[src/rtl/clmul_pkg.sv]
// ----------------------------------------------------------------------------
// clmul_pkg
// Shared definitions for the carry-less multiply-accumulate stage.
//   OPW           : operand / result width (8)
//   frame_state_t : frame state (IDLE = no open frame, ACC = frame open)
//   clmul_lo8()   : behavioural low-half GF(2)[x] product, used as a
//                   reference model
// ----------------------------------------------------------------------------
package clmul_pkg;

  localparam int OPW = 8;

  typedef enum logic {
    ST_IDLE = 1'b0,
    ST_ACC  = 1'b1
  } frame_state_t;

  // Shift-and-XOR form: bits shifted past x^7 fall off, which is exactly the
  // low-half truncation.
  function automatic logic [OPW-1:0] clmul_lo8(input logic [OPW-1:0] a,
                                               input logic [OPW-1:0] b);
    logic [OPW-1:0] y;
    y = '0;
    for (int i = 0; i < OPW; i++) begin
      if (a[i]) y = y ^ (b << i);
    end
    return y;
  endfunction

endpackage

[src/rtl/clmul_lo8_core.sv]
// ----------------------------------------------------------------------------
// clmul_lo8_core
// Purely combinational low-half carry-less multiplier.
//   i_a [7:0] : operand a, bit i = coefficient of x^i
//   i_b [7:0] : operand b
//   o_y [7:0] : y[k] = XOR over i+j=k of a[i]&b[j], k = 0..7
// ----------------------------------------------------------------------------
module clmul_lo8_core
  import clmul_pkg::*;
(
  input  logic [OPW-1:0] i_a,
  input  logic [OPW-1:0] i_b,
  output logic [OPW-1:0] o_y
);

  // One partial-product row per output coefficient; only i <= k contributes
  // to the low half, higher terms are left as zero.
  for (genvar gi = 0; gi < OPW; gi++) begin : g_coef
    logic [OPW-1:0] w_row;

    always_comb begin
      w_row = '0;
      for (int j = 0; j <= gi; j++) begin
        w_row[j] = i_a[j] & i_b[gi-j];
      end
    end

    assign o_y[gi] = ^w_row;
  end

endmodule

[src/rtl/clmul_acc_8bit.sv]
// ----------------------------------------------------------------------------
// clmul_acc_8bit
// Streaming carry-less multiply-accumulate stage. Registers (a, b) operand
// beats, forms the low-half GF(2)[x] product and XOR-accumulates it across a
// frame; one syndrome per frame is emitted under output backpressure.
//
//   clk        : sole clock, rising edge
//   rst        : synchronous active-high reset
//   in_valid   : operand beat valid
//   in_ready   : beat accepted when in_valid && in_ready
//   in_a, in_b : 8-bit operands
//   in_last    : final beat of a frame
//   out_valid  : result register holds an undelivered frame result
//   out_ready  : consumer accepts the result
//   out_data   : XOR of the low-half products of the frame
//   out_count  : terms in the frame, 1..MAX_TERMS
//   out_trunc  : frame was closed by the MAX_TERMS limit rather than in_last
// ----------------------------------------------------------------------------
module clmul_acc_8bit
  import clmul_pkg::*;
#(
  parameter int MAX_TERMS = 16,
  parameter int CW        = $clog2(MAX_TERMS + 1)
) (
  input  logic           clk,
  input  logic           rst,
  input  logic           in_valid,
  output logic           in_ready,
  input  logic [OPW-1:0] in_a,
  input  logic [OPW-1:0] in_b,
  input  logic           in_last,
  output logic           out_valid,
  input  logic           out_ready,
  output logic [OPW-1:0] out_data,
  output logic [CW-1:0]  out_count,
  output logic           out_trunc
);

  // ---------------------------------------------------------------- state
  logic [OPW-1:0] r_a;
  logic [OPW-1:0] r_b;
  logic           r_last;
  logic           r_p_valid;

  logic [OPW-1:0] r_acc;
  logic [CW-1:0]  r_cnt;
  frame_state_t   r_state;
  frame_state_t   w_state_next;

  logic           r_out_valid;
  logic [OPW-1:0] r_out_data;
  logic [CW-1:0]  r_out_count;
  logic           r_out_trunc;

  // ---------------------------------------------------------------- control
  logic           w_en;
  logic           w_fold;
  logic           w_first;
  logic [OPW-1:0] w_p;
  logic [OPW-1:0] w_acc_next;
  logic [CW-1:0]  w_cnt_next;
  logic           w_close;
  logic           w_load;

  // Whole pipeline stalls only while a finished result is blocked; this
  // gives a combinational out_ready -> in_ready path by design.
  assign w_en     = !(r_out_valid && !out_ready);
  assign in_ready = w_en;

  // A term is folded into the accumulator when stage 1 holds a beat and the
  // pipeline advances.
  assign w_fold  = w_en && r_p_valid;
  assign w_first = (r_state == ST_IDLE);

  // ---------------------------------------------------------------- stage 1
  always_ff @(posedge clk) begin
    if (rst) begin
      r_a       <= '0;
      r_b       <= '0;
      r_last    <= 1'b0;
      r_p_valid <= 1'b0;
    end else if (w_en) begin
      r_a       <= in_a;
      r_b       <= in_b;
      r_last    <= in_last;
      r_p_valid <= in_valid;
    end
  end

  // ---------------------------------------------------------------- product
  clmul_lo8_core u_core (
    .i_a (r_a),
    .i_b (r_b),
    .o_y (w_p)
  );

  // A new frame starts from zero instead of the stale accumulator contents.
  assign w_acc_next = (w_first ? '0 : r_acc) ^ w_p;
  assign w_cnt_next = (w_first ? '0 : r_cnt) + CW'(1);

  // The MAX_TERMS-th term closes the frame even without in_last; remaining
  // source beats simply open the next frame.
  assign w_close = r_last || (w_cnt_next == CW'(MAX_TERMS));
  assign w_load  = w_fold && w_close;

  // ---------------------------------------------------------------- frame FSM
  always_ff @(posedge clk) begin
    if (rst) begin
      r_state <= ST_IDLE;
    end else begin
      r_state <= w_state_next;
    end
  end

  always_comb begin
    w_state_next = r_state;
    if (w_fold) begin
      w_state_next = w_close ? ST_IDLE : ST_ACC;
    end
  end

  // ---------------------------------------------------------------- stage 2
  always_ff @(posedge clk) begin
    if (rst) begin
      r_acc <= '0;
      r_cnt <= '0;
    end else if (w_fold) begin
      r_acc <= w_acc_next;
      r_cnt <= w_cnt_next;
    end
  end

  // ---------------------------------------------------------------- result
  // Loading a new result takes priority over clearing; a drain and a new
  // close on the same edge keep out_valid high with no bubble.
  always_ff @(posedge clk) begin
    if (rst) begin
      r_out_valid <= 1'b0;
      r_out_data  <= '0;
      r_out_count <= '0;
      r_out_trunc <= 1'b0;
    end else if (w_load) begin
      r_out_valid <= 1'b1;
      r_out_data  <= w_acc_next;
      r_out_count <= w_cnt_next;
      r_out_trunc <= !r_last;
    end else if (w_en && r_out_valid && out_ready) begin
      r_out_valid <= 1'b0;
    end
  end

  assign out_valid = r_out_valid;
  assign out_data  = r_out_data;
  assign out_count = r_out_count;
  assign out_trunc = r_out_trunc;

endmodule

[config.mk]
export PLATFORM = sky130hd
export DESIGN_NAME = clmul_acc_8bit
export DESIGN_NICKNAME = d
export VERILOG_FILES = /design/src/rtl/clmul_pkg.sv /design/src/rtl/clmul_lo8_core.sv /design/src/rtl/clmul_acc_8bit.sv
export SDC_FILE = /design/constraint.sdc
export NUM_CORES = 1
export LEC_CHECK = 0
export CAP_MARGIN = 0
export CORE_MARGIN = 1.5
export CORE_UTILIZATION = 44
export CTS_CLUSTER_SIZE = 14
export DETAILED_ROUTE_END_ITERATION = 12
export PLACE_DENSITY = 0.7
export SYNTH_ARGS = -nofsm -noshare
export SYNTH_HDL_FRONTEND = slang
export SYNTH_SLANG_ARGS = --single-unit
[constraint.sdc]
create_clock -name clk -period 2.97 [get_ports clk]
set_input_delay 0.297 -clock clk [delete_from_list [all_inputs] [get_ports clk]]
set_output_delay 0.297 -clock clk [all_outputs]
set_load 0.03 [all_outputs]
==> run_results.csv, run 1 <==
group,metric,value,unit
run_status,status,"completed",
synthesis,ys.warnings.count,0,
floorplan,die_area,5840,sq um
cells_and_area,area_growth,19.8,%
sta,relSlewSlack,52.1,%
cells_and_area,fin_nets,346,
power_and_ir_drop,p_int,903,uW
clock_tree,h-tree-depth,2,
routing,viasPerCell,5.09,
setup_path,crit_required,3.18,ns
floorplan,fp.coreArea,5140,sq um
sta,final-setup-viol-count,0,
setup_path,worstSetupStartpoint,"r_state$_SDFFE_PP0P_",
cells_and_area,drive_above_1_share,6.52,%
global_routing,grt_pass1_vias,1853,
placement,hpwl,3590,microns
routing,wire_per_inst,12.6,microns
global_routing,grt_max_degree,33,
global_routing,grt_pass1_wl,8580,microns
power_and_ir_drop,switchingPower,311,uW
routing,routed_wl,4940,microns
synthesis,synth-seq-cells,47,
synthesis,synthMostInstantiatedCell,"nand2_1",
sta,min_period_over_period,79.0,%
placement,place_congestion,0.826,
routing,drc_errors,0,
min_path,min_from,"r_b[7]$_SDFFE_PP0N_",
sta,fin_hold_ws,0.456,ns
setup_path,start_kind,"register",
placement,port_buffers,36,
floorplan,ios,37,
routing,via_count,1996,
power_and_ir_drop,combPwrFrac,14.4,%
cells_and_area,final_cell_area,2840,sq um
flow_run,drv_cap,0,
floorplan,die_y,76.4,microns
clock_tree,ctsHoldBuffers,0,
synthesis,syn_inst,295,
synthesis,synth_area_leaders,"dfxtp_1 (40%), nand2_1 (15%), a21oi_1 (8.0%)",
routing,ant_nets,0,
clock_tree,cts_root_buffer,"clkbuf_8",
global_routing,antenna_found_initial,0,
sta,final_max_slew_viol_count,0,
setup_path,path_max_fanout,10,
clock_tree,cts_sinks,47,
cells_and_area,antenna_cells,0,
synthesis,yosys.area.top_type,"dfxtp_1",
sta,clock.fmax,426,MHz
setup_path,r2r-start,"r_state$_SDFFE_PP0P_",
global_routing,track_usage,18.2,%
clock_tree,post_cts.repair.setup_buffers,0,
min_path,hold_class,"register to register",
floorplan,die_w,76.4,microns
clock_tree,cts_buffer_depth,2,
power_and_ir_drop,swShare,25.6,%
sta,worstMarginPinSlew,0.716,ns
cells_and_area,fin_cells,392,
routing,drtIter0Drc,73,
placement,post-place-cells,386,
clock_tree,clkLatencyLatePin,0.29,ns
setup_path,path_class,"register to register",
clock_tree,cts_buffers,5,
synthesis,synth-main-ff-cell,"dfxtp_1",
power_and_ir_drop,p_leak,1.05,nW
synthesis,synth-edff-count,0,
synthesis,ys_top_cells_by_count,"nand2_1 (93), dfxtp_1 (47), a21oi_1 (38), xnor2_1 (17), clkbuf_1 (12)",
clock_tree,path_clk_slew,0.08,ns
synthesis,netlist_area,2370,sq um
synthesis,netlist.area_leader.share,39.7,%
sta,period_minus_slack,2.35,ns
power_and_ir_drop,ir_drop,0.209,mV
global_routing,grt_overflow_total,0,
synthesis,async_flop_share,0,%
sta,grt_setup_unrepaired,"no",
synthesis,synth.distinct_cells,34,
synthesis,ys_seq_area_share,39.7,%
floorplan,num_rows,26,
power_and_ir_drop,p_clk_share,28.8,%
sta,hold_viol,0,
sta,setup_tns,0,ns
clock_tree,tritoncts,"built",
synthesis,synth_nets,318,
setup_path,critical_path_arrival,2.55,ns
placement,placedInstanceArea,2770,sq um
power_and_ir_drop,total_power,1.21,mW
synthesis,synth.avg_cell_area,8.04,sq um
power_and_ir_drop,powerDensity,427,nW/um^2
routing,drt_first_pass_iters,4,
floorplan,initial_core_util,46.1,%
clock_tree,cts_resized,0,
setup_path,end_kind,"register",
power_and_ir_drop,p_seq_share,56.8,%
sta,fin_skew,0.00302,ns
-- critical path: stages, from the launching register on --
cell      delay [ns]
dfxtp_1         0.52
and2_1          0.26
ha_1            0.22
a21bo_1         0.23
and3_1          0.20
a41oi_2         0.44
nor2_2          0.12
a311oi_1        0.27
-- cell usage in the layout, fill, tap and decap left out --
cell type,netlist,routed
nand2_1,93,93
dfxtp_1,47,47
a21oi_1,38,38
clkdlybuf4s50_1,0,36
xnor2_1,17,17
nor2_1,10,10
o21ai_0,8,8
xor2_1,7,7
nand3_1,7,7
nor3_1,7,7
buf_4,1,7
a211oi_1,6,6
xnor3_1,6,6
clkbuf_8,0,5
nor2b_1,4,4
and2_1,3,3
inv_1,2,2
nand3b_1,2,2
a311oi_1,2,2
ha_1,2,2
a21bo_1,1,1
nand3_2,1,1
xnor2_4,1,1
and3_1,1,1
a41oi_2,1,1
nor2_2,1,1
a41o_2,1,1
mux2i_1,1,1
nand2_2,1,1
or4b_4,1,1
a31o_2,1,1
a221oi_2,1,1
clkbuf_1,12,1
-- cell type report --
class / instances / area, sq um
Tap cell: 70 / 87.6
Sequential cell: 47 / 941
Timing Repair Buffer: 43 / 413
Clock buffer: 6 / 72.6
Inverter: 2 / 7.51
Fill cell: 519 / 2300
Multi-Input combinational cell: 224 / 1320
-- final timing paths --
kind / end / slack [ns] / cells after the start
setup / recovery: out_count[2]$_SDFFE_PP0P_ / 0.62 / 7
hold reg to reg: r_b[7]$_SDFFE_PP0N_ / 0.46 / 2
hold / removal: r_b[7]$_SDFFE_PP0N_ / 0.46 / 2
setup reg to reg: out_count[2]$_SDFFE_PP0P_ / 0.62 / 7
-- power groups by stage --
stage                     registers, mW  clock network (mW)  logic, mW
final                             0.689               0.350      0.175
after global routing              0.694               0.391      0.193
after CTS                         0.689               0.364      0.177
after detailed placement          0.704                   0      0.176
after global placement            0.703                   0      0.175
after floorplan                   0.697                   0      0.119
-- metal layers --
metal | track usage, % | vias to the layer above | routed length, microns | part of all wire, %
met5 | 0 | - | 0 | 0
met4 | 7.22 | 0 | 89 | 1.8
met3 | 3.35 | 9 | 178 | 3.6
met2 | 30.6 | 45 | 2290 | 46
met1 | 22.9 | 917 | 2380 | 48
li1 | - | 1025 | - | -
-- registers in the layout, indices dropped and copies added (netlist names) --
name,flops
r_b,8
out_count,5
r_p_valid,1
out_valid,1
r_acc,8
r_a,8
r_state,1
r_last,1
out_data,8
out_trunc,1
r_cnt,5
-- per-stage QoR --
step	setup slack, ns	utilization (%)
2_1_floorplan	0.847	-
3_3_place_gp	0.685	53.9
3_5_place_dp	0.640	53.9
4_1_cts	0.620	55.3
5_1_grt	0.462	55.3
6_report	0.623	55.3
-- cells by family after synthesis --
logic type,Yosys count,synth area share (%)
simple gates,131,23.5
compound gates,59,14.9
flops,47,39.7
xor+xnor,31,15.7
buf+inv,24,4.64
fa+ha+maj,2,1.06
mux,1,0.422
Power figures use the tool's default switching activity.
==> run 2, diff against run 1 <==
clock period = 2.45 ns   (was 2.97 ns; I/O delays follow)
==> run 2 against run 1 <==
Worst hold slack worse by 0.0022 ns. First-iteration DRC count grew 36%. Highest routed layer unchanged. Clock-buffer cell count rose by 1. Utilization up 0.32 points. Clock power rose by 29%. Final cell count increased by 0.77%. Sequential cell count unchanged. Wire length down 0.10%. Register-to-register slack got worse by 0.18 ns.
==> run_results.csv, run 2 (synthesis gave the netlist of run 1 again) <==
group,metric,value,unit
setup_path,start_kind,"register",
cells_and_area,antenna_cells,0,
floorplan,fp.coreArea,5140,sq um
setup_path,critical_path_arrival,2.22,ns
floorplan,die_w,76.4,microns
power_and_ir_drop,p_leak,1.06,nW
clock_tree,cts_buffer_depth,2,
clock_tree,cts_resized,0,
sta,min_period_over_period,81.7,%
floorplan,die_y,76.4,microns
clock_tree,cts_buffers,5,
sta,clock.fmax,499,MHz
min_path,hold_class,"register to register",
cells_and_area,layout_common_cells,"nand2_1 (93), dfxtp_1 (47), a21oi_1 (38)",
min_path,holdPathStages,2,
routing,wire_per_inst,12.5,microns
sta,hold_viol,0,
power_and_ir_drop,total_power,1.50,mW
cells_and_area,fin_nets,347,
setup_path,crit_required,2.67,ns
clock_tree,clkLatencyLatePin,0.30,ns
global_routing,grt_pass1_vias,1938,
setup_path,path_max_fanout,4,
floorplan,num_rows,26,
sta,grt_setup_unrepaired,"no",
global_routing,grt_max_degree,33,
cells_and_area,area_growth,20.5,%
clock_tree,post_cts.repair.setup_buffers,0,
floorplan,ios,37,
routing,drc_errors,0,
routing,drt_first_pass_iters,4,
floorplan,die_area,5840,sq um
routing,viasPerCell,5.03,
routing,via_count,1987,
cells_and_area,final_common_cell,"nand2_1",
sta,period_minus_slack,2.00,ns
global_routing,grt_overflow_total,0,
clock_tree,h-tree-depth,2,
setup_path,path_class,"register to register",
setup_path,r2r-start,"r_cnt[0]$_SDFFE_PP0P_",
clock_tree,ctsHoldBuffers,0,
sta,setup_tns,0,ns
routing,ant_nets,0,
clock_tree,path_clk_slew,0.08,ns
sta,final-setup-viol-count,0,
placement,place_congestion,0.815,
power_and_ir_drop,powerDensity,524,nW/um^2
placement,hpwl,3490,microns
routing,routed_wl,4940,microns
min_path,min_from,"r_b[7]$_SDFFE_PP0N_",
power_and_ir_drop,ir_drop,0.278,mV
setup_path,ff2ff_setup_slack,0.45,ns
global_routing,antenna_found_initial,0,
clock_tree,cts_sinks,47,
sta,fin_hold_ws,0.453,ns
sta,final_max_slew_viol_count,0,
sta,fin_skew,0.00472,ns
cells_and_area,drive_above_1_share,7.08,%
min_path,min_to,"r_b[7]$_SDFFE_PP0N_",
global_routing,track_usage,18.4,%
clock_tree,cts_root_buffer,"clkbuf_8",
sta,worstMarginPinSlew,0.378,ns
global_routing,grt_pass1_wl,8780,microns
setup_path,slowest_delay,0.52,ns
setup_path,slowest_stage,"or4b_4",
flow_run,drv_cap,0,
cells_and_area,fillers,519,
placement,port_buffers,36,
setup_path,end_kind,"register",
setup_path,worstReg2RegEnd,"out_trunc$_SDFFE_PP0P_",
routing,drtIter0Drc,99,
setup_path,reg2regPathDepth,7,
floorplan,initial_core_util,46.1,%
clock_tree,tritoncts,"built",
sta,relSlewSlack,74.8,%
run_status,status,"completed",
setup_path,crit_chain,"and2_1, ha_1, nand3_2, xnor2_4, nand2_2, or4b_4, a221oi_2",
run 2: area by class of cell:
class                      instances  area, sq um  area share [%]
inverter                           2         7.51           0.263
sequential                        47          941            32.9
multi-input combinational        224         1320            46.2
tap                               70         87.6            3.06
clock buffer                       7         76.3            2.67
timing repair buffer              44          420            14.7
clock inverter                     1         5.00           0.175
run 2: report_power, final:
part           total (mW)  internal (mW)  switching, mW
combinational       0.214          0.108          0.106
clock               0.451          0.201          0.250
sequential          0.833          0.797         0.0357
total                1.50           1.11          0.392
run 2: per-layer routing:
| metal | share of wire (%) | GRT usage, % | wire length (microns) | vias to the layer above |
|---|---|---|---|---|
| met2 | 50 | 31.7 | 2460 | 27 |
| met4 | 1.7 | 5.37 | 82 | 0 |
| met3 | 2.9 | 4.07 | 144 | 8 |
| met5 | 0 | 0 | 0 | - |
| li1 | - | - | - | 1028 |
| met1 | 46 | 23.0 | 2250 | 924 |
run 2: worst max path at each step:
stage,to,cells past startpoint,from
final,out_trunc$_SDFFE_PP0P_,7,r_cnt[0]$_SDFFE_PP0P_
after global routing,out_data[0]$_SDFFE_PP0P_,7,r_cnt[0]$_SDFFE_PP0P_
after CTS,out_trunc$_SDFFE_PP0P_,7,r_cnt[0]$_SDFFE_PP0P_
after detailed placement,out_trunc$_SDFFE_PP0P_,7,r_cnt[0]$_SDFFE_PP0P_
after global placement,out_trunc$_SDFFE_PP0P_,7,r_cnt[0]$_SDFFE_PP0P_
after floorplan,out_trunc$_SDFFE_PP0P_,9,r_state$_SDFFE_PP0P_
run 2: stage by stage:
stage | instances | utilization, % | worst slack [ns] | cell area [sq um]
final | 395 | 55.6 | 0.448 | 2860
after global routing | 395 | 55.6 | 0.314 | 2860
after CTS | 395 | 55.6 | 0.453 | 2860
after detailed placement | 387 | 54.0 | 0.465 | 2780
after global placement | 387 | 54.0 | 0.523 | 2780
after floorplan | 295 | - | 0.327 | 2370
run 2: critical path, delay by kind of cell (launching register included):
family,cells,cell delay [ns]
AOI/OAI and AO/OA,1,0.21
and+or+nand+nor,4,0.94
DFF,1,0.35
xor gates and xnor gates,1,0.21
adders and majority gates,1,0.21
